## config.mk

```make
export PLATFORM = sky130hd
export DESIGN_NAME = conv_layer_scheduler
export DESIGN_NICKNAME = d
export VERILOG_FILES = /design/src/rtl/conv_sched_pkg.sv /design/src/rtl/conv_cfg_table.sv /design/src/rtl/conv_layer_scheduler.sv
export SDC_FILE = /design/constraint.sdc
export NUM_CORES = 1
export LEC_CHECK = 0
export ABC_AREA = 1
export CAP_MARGIN = 20
export CORE_MARGIN = 8
export CORE_UTILIZATION = 40
export CTS_BUF_LIST = sky130_fd_sc_hd__clkbuf_16
export CTS_CLUSTER_DIAMETER = 120
export DETAILED_ROUTE_END_ITERATION = 10
export PLACE_DENSITY = 0.62
export SYNTH_ARGS = -nofsm -noshare
export SYNTH_HDL_FRONTEND = slang
export SYNTH_HIERARCHICAL = 1
export SYNTH_SLANG_ARGS = --single-unit
```

## constraint.sdc

```tcl
create_clock -name clk -period 6.9 [get_ports clk]
set_clock_uncertainty 0.15 [all_clocks]
set_input_delay 1.38 -clock clk [delete_from_list [all_inputs] [get_ports clk]]
set_output_delay 1.38 -clock clk [all_outputs]
set_load 0.01 [all_outputs]
```

## src/rtl/conv_sched_pkg.sv

```systemverilog
// -----------------------------------------------------------------------------
// conv_sched_pkg
// Shared types for the conv layer scheduler.
//   state_t      : scheduler FSM states
//   layer_cfg_t  : one config-table entry; bit layout matches cfg_wdata
//                  [11:0] in_len, [15:12] in_ch, [19:16] out_ch, [20] act_en,
//                  [31:21] wbase
//   cfg_is_valid : geometry sanity check applied before a layer is launched
// -----------------------------------------------------------------------------
package conv_sched_pkg;

  localparam int LEN_W   = 12;
  localparam int CH_W    = 4;
  localparam int WBASE_W = 11;
  localparam int CFG_W   = 32;

  typedef enum logic [2:0] {
    ST_IDLE,
    ST_LAUNCH,
    ST_WAIT,
    ST_HOLD,
    ST_ERROR
  } state_t;

  // Declared MSB first so a plain cast of cfg_wdata lands every field.
  typedef struct packed {
    logic [WBASE_W-1:0] wbase;
    logic               act_en;
    logic [CH_W-1:0]    out_ch;
    logic [CH_W-1:0]    in_ch;
    logic [LEN_W-1:0]   in_len;
  } layer_cfg_t;

  // A layer is runnable only if the input covers at least one kernel window
  // and both channel counts are non-zero.
  function automatic logic cfg_is_valid(input layer_cfg_t c, input int unsigned kernel);
    return (32'(c.in_len) >= kernel) && (c.in_ch != '0) && (c.out_ch != '0);
  endfunction

endpackage

```

## src/rtl/conv_cfg_table.sv

```systemverilog
// -----------------------------------------------------------------------------
// conv_cfg_table
// Per-layer configuration register file plus the num_layers register.
//   clk, rstn     : clock, synchronous active-low reset (clears everything)
//   i_we          : write strobe (caller gates it to the scheduler's IDLE state)
//   i_addr        : 0..MAX_LAYERS-1 = layer entry, MAX_LAYERS = num_layers,
//                   anything larger is ignored
//   i_wdata       : entry fields, or num_layers in [LIDX_W-1:0] (clamped)
//   i_rd_idx      : asynchronous read address
//   o_rd_cfg      : entry at i_rd_idx (zero when out of range)
//   o_rd_ok       : o_rd_cfg passes the geometry check
//   o_num_layers  : layers per frame
// -----------------------------------------------------------------------------
module conv_cfg_table
  import conv_sched_pkg::*;
#(
  parameter int MAX_LAYERS  = 8,
  parameter int KERNEL_SIZE = 5,
  parameter int LIDX_W      = $clog2(MAX_LAYERS + 1)
) (
  input  logic              clk,
  input  logic              rstn,
  input  logic              i_we,
  input  logic [LIDX_W-1:0] i_addr,
  input  logic [CFG_W-1:0]  i_wdata,
  input  logic [LIDX_W-1:0] i_rd_idx,
  output layer_cfg_t        o_rd_cfg,
  output logic              o_rd_ok,
  output logic [LIDX_W-1:0] o_num_layers
);

  localparam int AW = $clog2(MAX_LAYERS);
  localparam logic [LIDX_W-1:0] NUM_ADDR = LIDX_W'(MAX_LAYERS);

  layer_cfg_t        r_table [MAX_LAYERS];
  logic [LIDX_W-1:0] r_num_layers;
  logic [LIDX_W-1:0] w_num_wdata;

  assign w_num_wdata = i_wdata[LIDX_W-1:0];

  always_ff @(posedge clk) begin
    if (!rstn) begin
      // NOTE: the table is a handful of flops, not a RAM macro, so it is
      // cleared on reset; a frame launched after reset then sees all-zero
      // entries and is rejected by the validity check instead of using junk.
      for (int i = 0; i < MAX_LAYERS; i++) r_table[i] <= '0;
      r_num_layers <= '0;
    end else if (i_we) begin
      if (i_addr == NUM_ADDR) begin
        r_num_layers <= (w_num_wdata > NUM_ADDR) ? NUM_ADDR : w_num_wdata;
      end else if (i_addr < NUM_ADDR) begin
        r_table[i_addr[AW-1:0]] <= layer_cfg_t'(i_wdata);
      end
    end
  end

  always_comb begin
    // NOTE: default first so every path assigns o_rd_cfg and no latch is built.
    o_rd_cfg = '0;
    if (i_rd_idx < NUM_ADDR) o_rd_cfg = r_table[i_rd_idx[AW-1:0]];
  end

  assign o_rd_ok      = cfg_is_valid(o_rd_cfg, KERNEL_SIZE);
  assign o_num_layers = r_num_layers;

endmodule

```

## src/rtl/conv_layer_scheduler.sv

```systemverilog
// -----------------------------------------------------------------------------
// conv_layer_scheduler
// Runs every layer of a 1D CNN frame through one shared conv engine, one layer
// per start/done handshake, ping-ponging between activation banks 0 and 1.
//   clk, rstn                : clock, synchronous active-low reset
//   cfg_we/cfg_addr/cfg_wdata: config table write port (honoured in IDLE only)
//   frame_valid/frame_ready  : frame handshake from the input loader (bank 0)
//   eng_start/eng_done       : engine start pulse / layer-finished pulse
//   eng_*                    : per-layer geometry, weight base, ReLU, banks
//   layer_idx                : layer currently running
//   busy                     : LAUNCH, WAIT or HOLD
//   result_valid/ready/bank  : result handshake to the classifier stage
//   error/err_clr            : sticky timeout / bad-config flag and its clear
// -----------------------------------------------------------------------------
module conv_layer_scheduler
  import conv_sched_pkg::*;
#(
  parameter int MAX_LAYERS     = 8,
  parameter int KERNEL_SIZE    = 5,
  parameter int TIMEOUT_CYCLES = 1000000,
  parameter int LIDX_W         = $clog2(MAX_LAYERS + 1)
) (
  input  logic               clk,
  input  logic               rstn,
  input  logic               cfg_we,
  input  logic [LIDX_W-1:0]  cfg_addr,
  input  logic [CFG_W-1:0]   cfg_wdata,
  input  logic               frame_valid,
  output logic               frame_ready,
  output logic               eng_start,
  input  logic               eng_done,
  output logic [LEN_W-1:0]   eng_in_len,
  output logic [LEN_W-1:0]   eng_out_len,
  output logic [CH_W-1:0]    eng_in_ch,
  output logic [CH_W-1:0]    eng_out_ch,
  output logic               eng_act_en,
  output logic [WBASE_W-1:0] eng_wbase,
  output logic               eng_src_bank,
  output logic               eng_dst_bank,
  output logic [LIDX_W-1:0]  layer_idx,
  output logic               busy,
  output logic               result_valid,
  input  logic               result_ready,
  output logic               result_bank,
  output logic               error,
  input  logic               err_clr
);

  localparam int                TMO_W     = $clog2(TIMEOUT_CYCLES);
  localparam logic [TMO_W-1:0]  TMO_LAST  = TMO_W'(TIMEOUT_CYCLES - 1);
  localparam logic [LEN_W-1:0]  K_MINUS_1 = LEN_W'(KERNEL_SIZE - 1);

  state_t             r_state;
  logic [LIDX_W-1:0]  r_layer_idx;
  logic [TMO_W-1:0]   r_tmo_cnt;
  logic               r_done;
  logic               r_eng_start;
  layer_cfg_t         r_cfg;
  logic [LEN_W-1:0]   r_eng_out_len;
  logic               r_src_bank;
  logic               r_dst_bank;
  logic               r_result_bank;

  logic               w_cfg_we;
  logic [LIDX_W-1:0]  w_rd_idx;
  layer_cfg_t         w_rd_cfg;
  logic               w_rd_ok;
  logic [LIDX_W-1:0]  w_num_layers;
  logic               w_last_layer;
  logic               w_launch;

  assign w_cfg_we = cfg_we && (r_state == ST_IDLE);

  // From IDLE the first layer is fetched; from WAIT, the layer after this one.
  assign w_rd_idx     = (r_state == ST_IDLE) ? '0 : (r_layer_idx + LIDX_W'(1));
  assign w_last_layer = (r_layer_idx == (w_num_layers - LIDX_W'(1)));

  // Status outputs decode registered state only: no input-to-output path.
  assign frame_ready  = (r_state == ST_IDLE) && (w_num_layers != '0);
  assign busy         = (r_state == ST_LAUNCH) || (r_state == ST_WAIT) || (r_state == ST_HOLD);
  assign result_valid = (r_state == ST_HOLD);
  assign error        = (r_state == ST_ERROR);

  // Entering LAUNCH from either side loads the engine registers.
  assign w_launch = ((r_state == ST_IDLE) && frame_valid && frame_ready) ||
                    ((r_state == ST_WAIT) && r_done && !w_last_layer);

  conv_cfg_table #(
    .MAX_LAYERS  (MAX_LAYERS),
    .KERNEL_SIZE (KERNEL_SIZE),
    .LIDX_W      (LIDX_W)
  ) u_cfg_table (
    .clk          (clk),
    .rstn         (rstn),
    .i_we         (w_cfg_we),
    .i_addr       (cfg_addr),
    .i_wdata      (cfg_wdata),
    .i_rd_idx     (w_rd_idx),
    .o_rd_cfg     (w_rd_cfg),
    .o_rd_ok      (w_rd_ok),
    .o_num_layers (w_num_layers)
  );

  always_ff @(posedge clk) begin
    if (!rstn) begin
      r_state       <= ST_IDLE;
      r_layer_idx   <= '0;
      r_tmo_cnt     <= '0;
      r_done        <= 1'b0;
      r_eng_start   <= 1'b0;
      r_cfg         <= '0;
      r_eng_out_len <= '0;
      r_src_bank    <= 1'b0;
      r_dst_bank    <= 1'b0;
      r_result_bank <= 1'b0;
    end else begin
      // NOTE: non-blocking throughout, so every branch below reads the
      // pre-edge values of r_done, r_eng_start and r_tmo_cnt.
      // eng_done is registered once; pulses outside WAIT never reach the FSM.
      r_done      <= eng_done && (r_state == ST_WAIT);
      r_eng_start <= 1'b0;

      case (r_state)
        ST_IDLE: begin
          if (w_launch) r_state <= ST_LAUNCH;
        end
        ST_LAUNCH: begin
          // r_eng_start was loaded with the entry's validity, so it doubles
          // as the go/no-go for this layer.
          r_tmo_cnt <= r_tmo_cnt + TMO_W'(1);
          r_state   <= r_eng_start ? ST_WAIT : ST_ERROR;
        end
        ST_WAIT: begin
          r_tmo_cnt <= r_tmo_cnt + TMO_W'(1);
          if (r_done) begin
            if (w_last_layer) begin
              r_state       <= ST_HOLD;
              r_result_bank <= w_num_layers[0];
            end else begin
              r_state <= ST_LAUNCH;
            end
          end else if (r_tmo_cnt == TMO_LAST) begin
            r_state <= ST_ERROR;
          end
        end
        ST_HOLD: begin
          if (result_ready) r_state <= ST_IDLE;
        end
        ST_ERROR: begin
          if (err_clr) r_state <= ST_IDLE;
        end
        default: r_state <= ST_IDLE;
      endcase

      if (w_launch) begin
        r_layer_idx   <= w_rd_idx;
        r_cfg         <= w_rd_cfg;
        r_eng_out_len <= w_rd_cfg.in_len - K_MINUS_1;
        r_src_bank    <= w_rd_idx[0];
        r_dst_bank    <= ~w_rd_idx[0];
        r_eng_start   <= w_rd_ok;
        r_tmo_cnt     <= '0;
      end
    end
  end

  assign eng_start    = r_eng_start;
  assign eng_in_len   = r_cfg.in_len;
  assign eng_out_len  = r_eng_out_len;
  assign eng_in_ch    = r_cfg.in_ch;
  assign eng_out_ch   = r_cfg.out_ch;
  assign eng_act_en   = r_cfg.act_en;
  assign eng_wbase    = r_cfg.wbase;
  assign eng_src_bank = r_src_bank;
  assign eng_dst_bank = r_dst_bank;
  assign layer_idx    = r_layer_idx;
  assign result_bank  = r_result_bank;

endmodule

```

# [After elaboration in Yosys (flattened, before gate mapping)]
# Memory sizes are Yosys's and may differ from the RTL's.
# Cells that the tools add are included.
[word_totals] n_memories=1 ff_bits=80 input_bits=43 ramBits=256 latchBits=0 romBits=0 wordCells=81
[mem_list] name="u_cfg_table.r_table" words=8 word_bits=32 rd=1 rd_clocked_by_memory_dff=0 wr=8 line_no="conv_cfg_table.sv:35" rtl="layer_cfg_t r_table [MAX_LAYERS];"
[op_classes] bitwise_logic=2 eq_ne=11 order_cmp=4 shift=0 div=0 n_reduce_logical=24 n_mul=0 mux=20 n_addsub=4
[op_table] cell="32-bit two-way mux" n=2
[op_table] cell="32-bit OR reduction" n=1
[op_table] cell="3-bit two-way mux" n=7
[op_table] cell="20-bit by 1-bit adder with 20-bit output, second input constant" n=1
[op_table] cell="20-bit equality test, second input constant" n=1
[op_table] cell="3-bit one-hot mux with 5 select lines" n=1
[op_table] cell="12-bit by 3-bit greater-or-equal comparator with 1-bit output, second input constant" n=1
[op_table] cell="4-bit nonzero test" n=3
[op_table] cell="12-bit by 3-bit subtractor with 12-bit output, second input constant" n=1
[op_table] cell="1-bit logical AND" n=9
[op_table] cell="4-bit < comparator, second input constant" n=2
[op_table] cell="4-bit two-way mux" n=2
[op_table] cell="1-bit two-way mux" n=7
[op_table] cell="3-bit by 2-bit equality test with 1-bit output, second input constant" n=2
[op_table] cell="4-bit by 1-bit adder with 4-bit output, second input constant" n=1
[op_table] cell="4-bit equality test" n=1
[op_table] cell="4-bit equality test, second input constant" n=1
[op_table] cell="4-bit > comparator, second input constant" n=1
[op_table] cell="2-bit by 1-bit != test with 1-bit output, second input constant" n=2
[op_table] cell="2-bit AND reduction" n=2
[op_table] cell="4-bit AND reduction" n=1
[op_table] cell="2-bit OR reduction" n=2
[op_table] cell="4-bit by 1-bit subtractor with 4-bit output, second input constant" n=1
[op_table] cell="3-bit by 1-bit equality test with 1-bit output, second input constant" n=1
[op_table] cell="9 further kinds" n=12

# [Depth between registers and ports, before layout]
[logic_depth] depth_word=8 ltp_mapped=22 ltp_nobuf=20

# [Hierarchy]
# Netlist, hierarchy kept.
[modules_own_cells] mod="conv_cfg_table" instances=1 cells_per_inst=1226 area_each_um2=11815.1 seq_area_each_um2=7767.4
[modules_own_cells] mod="conv_layer_scheduler" instances=1 cells_per_inst=462 area_each_um2=3405.8 seq_area_each_um2=1461.4

# [Worst setup path after synthesis]
# No wires, ideal clock.
[synth_timing] path_type="input-to-reg" start="input port rstn" end="memory u_cfg_table/r_table[0][0] (netlist name), enable pin" t_required_ps=6361 setup_slack_ps=3468 t_arrival_ps=2892 stages=6 n_path_buf=2 setup_ps=389 cell_sequence="buf_2 nand3b_1 nor2_1 nand2_1 clkbuf_1 nand2_1"
[synth_rtl] element="from (decl)" line_no="conv_layer_scheduler.sv:24" rtl="input logic rstn,"
[synth_rtl] element="to (decl)" line_no="conv_cfg_table.sv:35"

==> impl_metrics.tcl <==
set metrics [dict create \
    max_freq_ghz 0.216 \
    critPathTopFamily "buffers and inverters" \
    hold_end "eng_in_len[4]" \
    cts_hold_buf 0 \
    drt_iter0_markers 1229 \
    cp_cell_sequence "nor2_2 > nand2_2 > inv_1 > nor2_4 > buf_4 > clkinv_2 > buf_4 > o21ai_0 > nand3_1 > nand3_1 > inv_1 > nor2_1 > nand3_1 > nor2_1 > nand2_1 > nand2_1 > nand3_1 > o21ai_0" \
    htree_levels 2 \
    timing.setup.tns_ns 0 \
    slew_violations 0 \
    drt_wl_total_um 42200 \
    fillers 3552 \
    first_global_vias 11400 \
    crit_slowest_cell "clkinv_2" \
    worst_setup_path_end_kind "register" \
    r2r_start "r_state[0]" \
    dpl.hpwl_um 27800 \
    rsz0062_at_grt "false" \
    antenna_found_initial 0 \
    port_buffers 98 \
    mostFrequentLayoutCell "nor2_1" \
    ant_nets 0 \
    critPathMaxStageDelay_ns 1.01 \
    worstSetupPathType "register to register" \
    holdPathStages 2 \
    synthCells 1688 \
    hold_start "eng_in_len[4]" \
    die_area_mm2 0.0446 \
    async_flop_share_pct 0 \
    p_leak_nw 7.29 \
    timing.hold.ws_ns 0.295 \
    syn-num-nets 1736 \
    dp_cells 2229 \
    place_ws_ns 2.11 \
    hold_violations 0 \
    die_w_um 211 \
    most-common-layout-cells "nor2_1, edfxtp_1, nand2_1" \
    clk_latency_ns 0.52 \
    cp_max_fo 73 \
    yosysUniqueCellTypes 42 \
    die_h_um 211 \
    worst_ep_arrival_time_ns 4.92 \
    synth-seq-cells 333 \
    tightestPinTransition_ns 1.04 \
    synthesis.area_mm2 0.0152 \
    critPathBufInv 5 \
    drcViolationCount 0 \
    worst_slack_ns 2.27 \
    crit_top_cell "nand3_1" \
    viasPerCell 5.18 \
    drive_gt1_share_pct 6.61 \
    grt_pass1_wl_um 66000 \
    synth_ff_type "edfxtp_1" \
    nNetsFinal 1806 \
    cts_made_buffers 37 \
    cts.sinks 333 \
    hold_class "register to register" \
    gp_congestion 0.879 \
    startpoint_type "register" \
    crit_required_ns 7.18 \
    cts_tree "yes" \
    synth_edf_count 256 \
    wl_per_cell_um 18.4 \
    yosys.area.top_type "edfxtp_1" \
    post_cts_resize_count 0 \
    start_util_pct 40.5 \
    relSlewSlack_pct 30.4 \
    peakVddDrop_mv 0.198 \
    synth_top_area_share_pct 50.5 \
    avgSynthCellArea_um2 9.02 \
    fin_area_mm2 0.0178 \
    dr_total_vias 11900 \
    clockRootBuffer "clkbuf_16" \
    outcome "finished clean" \
    coreArea_mm2 0.0376 \
    finalCritPeriodShare_pct 67.1 \
    grt_overflow 0 \
    yosys_warnings 6 \
    maxCapViolations 0 \
    synthToLayoutAreaGrowth_pct 16.7 \
    stdcell_count 2297 \
    diodes 0 \
    rrSetupSlack_ns 2.27 \
    postPlaceCellArea_mm2 0.0166 \
    drt_first_pass_iters 5 \
    ioPinCount 99 \
    track_usage_pct 18.7 \
    cts.path.max_buffers 3 \
    setup_violations 0 \
    fin_crit_ns 4.63 \
    placementRows 71 \
    synthTopCellsByArea "edfxtp_1, nor2_1, dfxtp_1, nand2_1, nand3_1" \
    post_cts_buffers 0 \
    rr_worst_depth 18 \
    r2r-end "eng_out_len[11]" \
    powerDensity_mw_per_mm2 283 \
    cts.reportedPaths.clkPinSlew_ns 0.06 \
    grt_max_degree 74 \
    ys_seq_area_share_pct 60.6 \
]
## power by group
part | internal (mW) | switching, mW | total [mW]
combinational | 0.252 | 0.634 | 0.886
clock | 1.09 | 0.792 | 1.88
sequential | 2.23 | 0.0278 | 2.26
## per-layer routing
metal / vias to the layer above / routed length [µm] / global-route usage [%]
li1: 5652 / - / -
met1: 5666 / 19300 / 27.4
met2: 514 / 18300 / 28.4
met3: 65 / 3740 / 3.03
met4: 0 / 920 / 4.90
met5: - / 0 / 0
## layout make-up
type / instances / area [µm²] / share of cell area (%)
Clock buffer: 39 / 976 / 5.49
Clock inverter: 28 / 171 / 0.965
Inverter: 161 / 606 / 3.41
Multi-Input combinational cell: 1100 / 4890 / 27.5
Sequential cell: 333 / 9230 / 51.9
Tap cell: 511 / 639 / 3.60
Timing Repair Buffer: 125 / 1260 / 7.09
## metrics by stage
stage	power, mW	util (%)
floorplan	2.93	-
CTS	5.05	47.2
global route	5.23	47.3
finish	5.03	47.3
detailed placement	3.17	44.2
global placement	3.17	43.9
## state kept, by name, summed over array words and instances (netlist names)
signal	flops
eng_act_en	1
eng_dst_bank	1
eng_in_ch	4
eng_in_len	12
eng_out_ch	4
eng_out_len	10
eng_start	1
eng_wbase	11
layer_idx	4
r_done	1
r_state	3
r_tmo_cnt	20
result_bank	1
u_cfg_table/o_num_layers	4
u_cfg_table/r_table	256
## logic make-up after synthesis
logic type               synth area share, %
adder cells (fa/ha/maj)                0.411
buffers and inverters                   7.32
XOR/XNOR                               0.921
flip-flops                              60.6
AND/OR/NAND/NOR                         24.3
AO/OA/AOI/OAI                           6.37
## synth_stat cells, types with 11 or more instances
library cell / number
o21ai_1: 18
xor2_1: 11
a21oi_1: 18
clkbuf_1: 41
o22ai_1: 14
o21ai_0: 109
inv_1: 151
edfxtp_1: 256
buf_2: 25
buf_4: 13
dfxtp_1: 77
nand2_2: 15
a31oi_1: 13
nor2_1: 473
nand3_1: 133
nand2_1: 243
## worst max path at each step
stage	start	slack, ns	to	depth (start not counted)
after floorplan	rstn	3.47	u_cfg_table/r_table[0][0]	6
after detailed placement	cfg_we	2.11	u_cfg_table/r_table[7][18]	8
after global routing	r_state[0]	1.76	eng_out_len[11]	19
after global placement	cfg_we	2.05	u_cfg_table/r_table[1][26]	8
final	r_state[0]	2.27	eng_out_len[11]	18
after CTS	r_state[0]	2.23	eng_out_len[11]	18
## tightest hold or removal path: stages (launching register included)
cell     delay [ns]
dfxtp_1        0.32
nand2_1        0.05
nand2_1        0.04
No activity file was read; power rests on OpenSTA's default activity.
